[src/rtl/freq_meter_mc.sv]
// rtl/freq_meter_mc.sv - multi-channel edge-gated frequency meter (optional FREQ_METER_TIMEOUT_EN edge timeout)
module freq_meter_mc #(
  parameter int NCH    = 4,
  parameter int CW     = 32,
  parameter int TO_LEN = 1000000,
  localparam int SW    = (NCH > 1) ? $clog2(NCH) : 1
) (
  input  logic          sys_clk,
  input  logic          rst_n,
  input  logic [NCH-1:0] sig_in,
  input  logic [SW-1:0]  ch_sel,
  input  logic [CW-1:0]  gate_len,
  input  logic          start,
  input  logic          abort,
  output logic          busy,
  output logic          res_valid,
  input  logic          res_ready,
  output logic [CW-1:0]  sig_cnt,
  output logic [CW-1:0]  ref_cnt,
  output logic [SW-1:0]  res_ch,
  output logic          overflow,
  output logic          timeout
);

  typedef enum logic [1:0] {IDLE, ARM, GATE, DONE} state_t;

  localparam logic [CW-1:0] CNT_MAX = '1;

  state_t          state;
  logic [NCH-1:0]  sync1, sync2, edge_q;
  logic [NCH-1:0]  edge_vec;
  logic [SW-1:0]   ch_q;
  logic [CW-1:0]   gl_q;
  logic [CW-1:0]   ref_nx;
  logic            sel_pulse;
  logic            to_hit;

  // Two-flop synchronizer followed by an edge register per channel
  always_ff @(posedge sys_clk or negedge rst_n) begin
    if (!rst_n) begin
      sync1  <= '0;
      sync2  <= '0;
      edge_q <= '0;
    end else begin
      sync1  <= sig_in;
      sync2  <= sync1;
      edge_q <= sync2;
    end
  end

  assign edge_vec = sync2 & ~edge_q;
  assign ref_nx   = ref_cnt + CW'(1);

  // Pick the rising-edge pulse of the latched channel
  always_comb begin
    sel_pulse = 1'b0;
    for (int i = 0; i < NCH; i++) begin
      if (ch_q == SW'(i)) sel_pulse = edge_vec[i];
    end
  end

`ifdef FREQ_METER_TIMEOUT_EN
  localparam int TW = $clog2(TO_LEN + 1);
  localparam logic [TW-1:0] TO_LAST = TW'(TO_LEN - 1);

  logic [TW-1:0] to_cnt;

  // Watchdog: cleared in IDLE and on every selected edge, counts while waiting for edges
  always_ff @(posedge sys_clk or negedge rst_n) begin
    if (!rst_n) begin
      to_cnt <= '0;
    end else if (state == IDLE || sel_pulse) begin
      to_cnt <= '0;
    end else if (state == ARM || state == GATE) begin
      to_cnt <= to_cnt + TW'(1);
    end
  end

  assign to_hit = (state == ARM || state == GATE) && !sel_pulse && (to_cnt == TO_LAST);
`else
  assign to_hit  = 1'b0;
  assign timeout = 1'b0;
`endif

  // Measurement FSM; priority inside the gate: abort, closing edge, saturation, timeout
  always_ff @(posedge sys_clk or negedge rst_n) begin
    if (!rst_n) begin
      state     <= IDLE;
      busy      <= 1'b0;
      res_valid <= 1'b0;
      sig_cnt   <= '0;
      ref_cnt   <= '0;
      res_ch    <= '0;
      overflow  <= 1'b0;
      ch_q      <= '0;
      gl_q      <= '0;
`ifdef FREQ_METER_TIMEOUT_EN
      timeout   <= 1'b0;
`endif
    end else begin
      case (state)
        IDLE: begin
          if (start) begin
            state    <= ARM;
            busy     <= 1'b1;
            ch_q     <= ch_sel;
            res_ch   <= ch_sel;
            gl_q     <= gate_len;
            sig_cnt  <= '0;
            ref_cnt  <= '0;
            overflow <= 1'b0;
`ifdef FREQ_METER_TIMEOUT_EN
            timeout  <= 1'b0;
`endif
          end
        end
        ARM: begin
          if (abort) begin
            state <= IDLE;
            busy  <= 1'b0;
          end else if (sel_pulse) begin
            state   <= GATE;
            sig_cnt <= '0;
            ref_cnt <= '0;
          end else if (to_hit) begin
            state     <= DONE;
            res_valid <= 1'b1;
`ifdef FREQ_METER_TIMEOUT_EN
            timeout   <= 1'b1;
`endif
          end
        end
        GATE: begin
          if (abort) begin
            state <= IDLE;
            busy  <= 1'b0;
          end else begin
            ref_cnt <= ref_nx;
            if (sel_pulse) sig_cnt <= sig_cnt + CW'(1);
            if (sel_pulse && ref_nx >= gl_q) begin
              state     <= DONE;
              res_valid <= 1'b1;
            end else if (ref_nx == CNT_MAX) begin
              state     <= DONE;
              res_valid <= 1'b1;
              overflow  <= 1'b1;
            end else if (to_hit) begin
              state     <= DONE;
              res_valid <= 1'b1;
`ifdef FREQ_METER_TIMEOUT_EN
              timeout   <= 1'b1;
`endif
            end
          end
        end
        DONE: begin
          if (res_ready) begin
            state     <= IDLE;
            busy      <= 1'b0;
            res_valid <= 1'b0;
          end
        end
        default: begin
          state     <= IDLE;
          busy      <= 1'b0;
          res_valid <= 1'b0;
        end
      endcase
    end
  end

endmodule
[config.mk]
export PLATFORM = sky130hd
export DESIGN_NAME = freq_meter_mc
export DESIGN_NICKNAME = d
export VERILOG_FILES = /design/src/rtl/freq_meter_mc.sv
export SDC_FILE = /design/constraint.sdc
export NUM_CORES = 1
export LEC_CHECK = 0
export CORE_ASPECT_RATIO = 1.1
export CORE_UTILIZATION = 35
export DETAILED_ROUTE_END_ITERATION = 6
export PLACE_DENSITY = 0.68
export SKIP_LAST_GASP = 1
export SLEW_MARGIN = 20
export SYNTH_ARGS = -nofsm -noshare
export SYNTH_HDL_FRONTEND = slang
export SYNTH_SLANG_ARGS = --single-unit
[constraint.sdc]
create_clock -name sys_clk -period 3.75 [get_ports sys_clk]
set_input_delay 0.375 -clock sys_clk [delete_from_list [all_inputs] [get_ports sys_clk]]
set_output_delay 0.375 -clock sys_clk [all_outputs]
set_load 0.01 [all_outputs]
=== Word level (Yosys, flattened, before mapping) ===
Index checks and enable logic that the tools add are counted.

* Reduce and logical (&&, ||, !) cells: 14
* Add/sub/neg operators: 2
* Equal/unequal tests: 19
* Bitwise gates (word level): 2
* Order comparisons: 1
* Mux-type cells: 32

{| class="wikitable"
|+ Operators with widths
! kind !! count
|-
| two-way mux 32 bit || 6
|-
| case mux 32 bit (3 select lines) || 2
|-
| adder 32 x 1 -> 32 bit, second input constant || 2
|-
| == test 32 bit, second input constant || 1
|-
| >= comparator 32 bit || 1
|-
| != test 2 bit, second input constant || 8
|-
| two-way mux 2 bit || 7
|-
| two-way mux 1 bit || 13
|-
| AND reduction 5 bit || 2
|-
| == test 2 bit, second input constant || 4
|-
| case mux 2 bit (4 select lines) || 1
|-
| AND reduction 4 bit || 2
|-
| != test 3 bit, second input constant || 2
|-
| AND reduction 6 bit || 1
|-
| bitwise AND 4 bit || 1
|-
| == test 2 x 1 -> 1 bit, second input constant || 2
|-
| zero test 2 bit || 2
|-
| != test 4 bit, second input constant || 1
|-
| inverter 4 bit || 1
|-
| case mux 1 bit (2 select lines) || 2
|-
| nonzero test 2 bit || 2
|-
| case mux 1 bit (3 select lines) || 1
|-
| AND reduction 3 bit || 1
|-
| nonzero test 3 bit || 1
|-
| other kinds (4) || 4
|}

* Bits in registers: 115
* Input bits: 43
* Output and inout port bits: 70
* Logic and storage cells: 81

=== Depth between registers and ports, before layout ===
Gate-level depths: netlist of the first run.

* Depth after elaboration: 10
* Mapped depth: 16
* Gate-level depth less buffers: 15

=== Worst setup path before layout of the first run ===
Ideal clock, no wire load.

* Path type: reg2reg
* Start point: register ref_cnt[0]
* End point: register state[1]
* Data required time: 3.671 ns
* Library setup time: 0.079 ns
* Buffers on the path: 1
* Setup slack: 0.121 ns
* Cell stages (with the launch flop): 17
* Arrival: 3.550 ns
* Period minus slack after synthesis: 3.629 ns
* Path through: dfrtp_1 ha_1 buf_2 nand3_2 nor4_2 nand2_1 nor3_1 nand3_1 xnor2_1 ha_1 a21o_1 a21oi_1 o21ai_0 a211oi_1 o21ai_0 o221ai_1 mux2i_1

* Word-level cells in the longest chain between the ends: 6
* Elaborated cells between the ends (all ways): 9
* Those cells by class: add/sub (1); order compare (1); eq/ne (2); mux (3); reduce/logical (2)

{| class="wikitable"
|+ Ends and longest elaborated chain
! what !! RTL line !! source
|-
| start: declaration || 19 || <nowiki>output logic [CW-1:0] ref_cnt,</nowiki>
|-
| start signal: assignment || 138 || <nowiki>ref_cnt <= ref_nx;</nowiki>
|-
| adder 32 x 1 -> 32 bit (*) || 52 || <nowiki>assign ref_nx = ref_cnt + CW'(1);</nowiki>
|-
| >= comparator 32 bit || 140 || <nowiki>if (sel_pulse && ref_nx >= gl_q) begin</nowiki>
|-
| logical AND 1 bit || 140 ||
|-
| two-way mux 2 bit || 140 ||
|-
| two-way mux 2 bit || 134 || <nowiki>if (abort) begin</nowiki>
|-
| case mux 2 bit (4 select lines) || 101 || <nowiki>case (state)</nowiki>
|-
| end signal: assignment || 104 || <nowiki>state <= ARM;</nowiki>
|-
| end signal: assignment || 135 || <nowiki>state <= IDLE;</nowiki>
|-
| end signal: assignment || 141 || <nowiki>state <= DONE;</nowiki>
|-
| end: declaration || 29 || <nowiki>state_t state;</nowiki>
|}

Mark *: on every way between the ends. The rest lies on a longest branch, timed or not.
A chain may end at the register's enable or synchronous reset.

=== Worst setup path in the final report of the first run ===
* Start point: register ref_cnt[7]
* End point: register state[1]

Same word-level chain as after synthesis.

==> run_results.csv, run 1 <==
group,metric,value,unit
clock_network,cts.sink_count,115,
power,power.density,508,nW/um^2
sta,final-setup-viol-count,0,
final_layout,area_growth,30.4,%
setup_path,start_kind,"flop",
clock_network,cts.clk_slew.worst_paths,0.06,ns
clock_network,clockBufferDepth,2,
grt,globalRoute.busiestLayer,"met2",
synth,syn-num-nets,786,
route,ant_nets,0,
synth,synthCells,704,
final_layout,nNetsFinal,909,
power,p_leak,3.95,nW
clock_network,cts_tree,"built",
worst_hold_path,worstHoldPathType,"input pin to async pin",
synth,synth_area_leaders,"dfrtp_1, ha_1, mux2_2",
status,status,"finished clean",
synth,yosys_warnings,0,
die,start_util,35.7,%
synth,yosysSeqAreaShare,42.2,%
die,dieArea,20100,sq um
synth,synth.ff_latch_count,115,
grt,gr-total-overflow,0,
setup_path,worst_ep_required_time,4.09,ns
route,wirelength,17100,microns
clock_network,cts_hold_buf,0,
grt,met3_usage,3.95,%
clock_network,worstSkewPairLatency,0.42,ns
sta,fin_tns_setup,0,ns
flow_run,cap_viol_max_count,0,
sta,slew_violations,0,
sta,worst_pin_slew,0.889,ns
die,die_h,148,microns
placed_design,routabilityCongestion,0.855,
setup_path,crit_fanout,8,
clock_network,cts-root-buf,"clkbuf_16",
synth,synth_edf_count,0,
synth,yosys.area.top_type,"dfrtp_1",
synth,postSynthAreaPerCell,9.69,sq um
sta,fin_crit_sh,92.8,%
clock_network,post_cts.repair.setup_buffers,0,
die,die_w,135,microns
placed_design,io_buffer_count,111,
route,via_count,5578,
final_layout,diodes,0,
sta,relSlewSlack,40.7,%
setup_path,crit_type,"flop to flop",
synth,synth_ff_type,"dfrtp_1",
synth,netlist_area,6820,sq um
setup_path,endpoint_kind,"flop",
setup_path,crit_arrival,3.82,ns
sta,worst_slack,0.270,ns
sta,grt_setup_unrepaired,"false",
route,routedWlPerCell,15.7,microns
final_layout,layout-drive-gt1-share,14.6,%
placed_design,dpl.hpwl,12500,microns
sta,fin_crit,3.48,ns
clock_network,cts_htree_levels,4,
route,route.detailed.drc,0,
route,first_iter_violations,248,
grt,grt_pass1_vias,5544,
synth,synth_top_cell_area_share,42.2,%
grt,grt_pass1_wl,28100,microns
route,dr.pass1.iters,4,
clock_network,ctsResizeCount,0,
die,pin_count,113,
grt,grt_use_met1,23.2,%
route,routed_via_density,5.13,
die,core_area,19100,sq um
grt,grt_use_total,18.1,%
sta,fmax,287,MHz
grt,grt_util_met2,29.6,%
synth,yosysMostFrequentCell,"dfrtp_1",
sta,hold_viol,0,
synth,ys_async_sr_fraction,100,%
grt,antenna_found_initial,0,
final_layout,final_util,46.6,%
power,peakVddDrop,0.341,mV
grt,grt_max_degree,68,
clock_network,cts_made_buffers,17,
synth,synth_cell_types,71,
die,num_rows,53,
synth,ys_top_cells_by_count,"dfrtp_1, nand2_1, inv_1",
placed_design,post-place-ws,0.0937,ns
sta,fin_skew,0.0106,ns
-- layout by cell type (no fill, tap or decap), drive strengths merged, types with 14 or more instances in the layout --
cell type      instances
buf                   28
a21oi                 18
mux2                  36
o21ai                 38
nand3                 48
inv                   60
nand2                 71
xor2                  22
clkbuf                17
clkdlybuf4s50        110
ha                    39
xnor2                 29
nand4                 18
nor2                  37
and3                  14
dfrtp                115
-- per-layer routing --
metal / part of all wire, % / vias to the layer above
li1: - / 2726
met1: 45 / 2689
met2: 49 / 142
met3: 4.2 / 21
met4: 1.9 / 0
met5: 0 / -
-- cell type report --
cell class                      instances  area [sq um]
Fill cell                            1795         10200
Multi-Input combinational cell        502          3590
Sequential cell                       115          2880
Timing Repair Buffer                  138          1320
Clock buffer                           17           425
Tap cell                              247           309
Inverter                               53           199
Clock inverter                         15           170
-- kinds of logic (layout without fill, tap and decap cells) --
| group | count (synthesis) | after routing | synth area share, % |
|---|---|---|---|
| xor+xnor | 51 | 51 | 6.66 |
| flops | 115 | 115 | 42.2 |
| fa+ha+maj | 39 | 39 | 7.15 |
| mux | 40 | 40 | 6.71 |
| compound gates | 118 | 118 | 12.0 |
| other cells | 1 | 1 | 0.0550 |
| buf+inv | 87 | 223 | 5.54 |
| simple gates | 253 | 253 | 19.7 |
-- per-stage QoR --
step | hold WS (ns) | area (sq um) | std cells | total power, W
after floorplan | 0.0794 | 6820 | 704 | 0.00248
after global placement | 0.334 | 8280 | 1055 | 0.00289
after detailed placement | 0.336 | 8280 | 1055 | 0.00292
after CTS | 0.0920 | 8870 | 1087 | 0.00457
after global routing | 0.111 | 8890 | 1087 | 0.00480
final | 0.0457 | 8890 | 1087 | 0.00452
-- worst max-delay path, stage by stage (launching register included) --
cell and delay [ns]:
dfrtp_1 0.47, and4_1 0.31, nand4_1 0.25, or3_1 0.48, xnor2_1 0.15, ha_1 0.30, a21o_1 0.18, a21o_1 0.17
a21oi_1 0.13, o21ai_0 0.15, a211oi_2 0.24, o21ai_1 0.16, o221ai_2 0.19, mux2i_1 0.22
-- worst paths after layout --
check / from / to / slack [ns] / cells after the start
max: ref_cnt[7]$_DFFE_PN0P_ / state[1]$_DFFE_PN0P_ / 0.27 / 13
min: rst_n / sig_cnt[20]$_DFFE_PN0P_ / 0.05 / 1
max reg2reg: ref_cnt[7]$_DFFE_PN0P_ / state[1]$_DFFE_PN0P_ / 0.27 / 13
min reg2reg: sync1[1]$_DFF_PN0_ / sync2[1]$_DFF_PN0_ / 0.35 / 0
max in group asynchronous: rst_n / ref_cnt[5]$_DFFE_PN0P_ / 2.89 / 2
min in group sys_clk: sync1[1]$_DFF_PN0_ / sync2[1]$_DFF_PN0_ / 0.35 / 0
-- power by group --
group / internal, W / switching (W)
Clock: 0.000995 / 0.000638
Combinational: 0.000543 / 0.000760
Sequential: 0.00147 / 0.000122
Total: 0.00300 / 0.00152
-- flip-flops by register name, indices dropped and copies added (netlist names), 2 cells and up --
signal / cells
gl_q: 32
ref_cnt: 32
sig_cnt: 32
edge_q: 4
sync1: 4
sync2: 4
ch_q: 2
state: 2
No activity file was read; power rests on OpenSTA's default activity.
==> run 2: changes to the inputs <==
Settings changed: SLEW_MARGIN 20 to 10.
==> results of run 2 <==
The final DEF is identical to that of run 1; final timing and power are the same.
==> run 3: changes to the inputs <==
==> constraint.sdc (replaced) <==
create_clock -name sys_clk -period 3.75 [get_ports sys_clk]
set_input_delay 0.375 -clock sys_clk [delete_from_list [all_inputs] [get_ports sys_clk]]
set_output_delay 0.375 -clock sys_clk [all_outputs]
set_load 0.02 [all_outputs]
==> results of run 3 <==
Same layout as run 1 (identical final DEF). Status: finished clean.
Among the figures that moved: total power 0.00452 W -> 0.00455 W
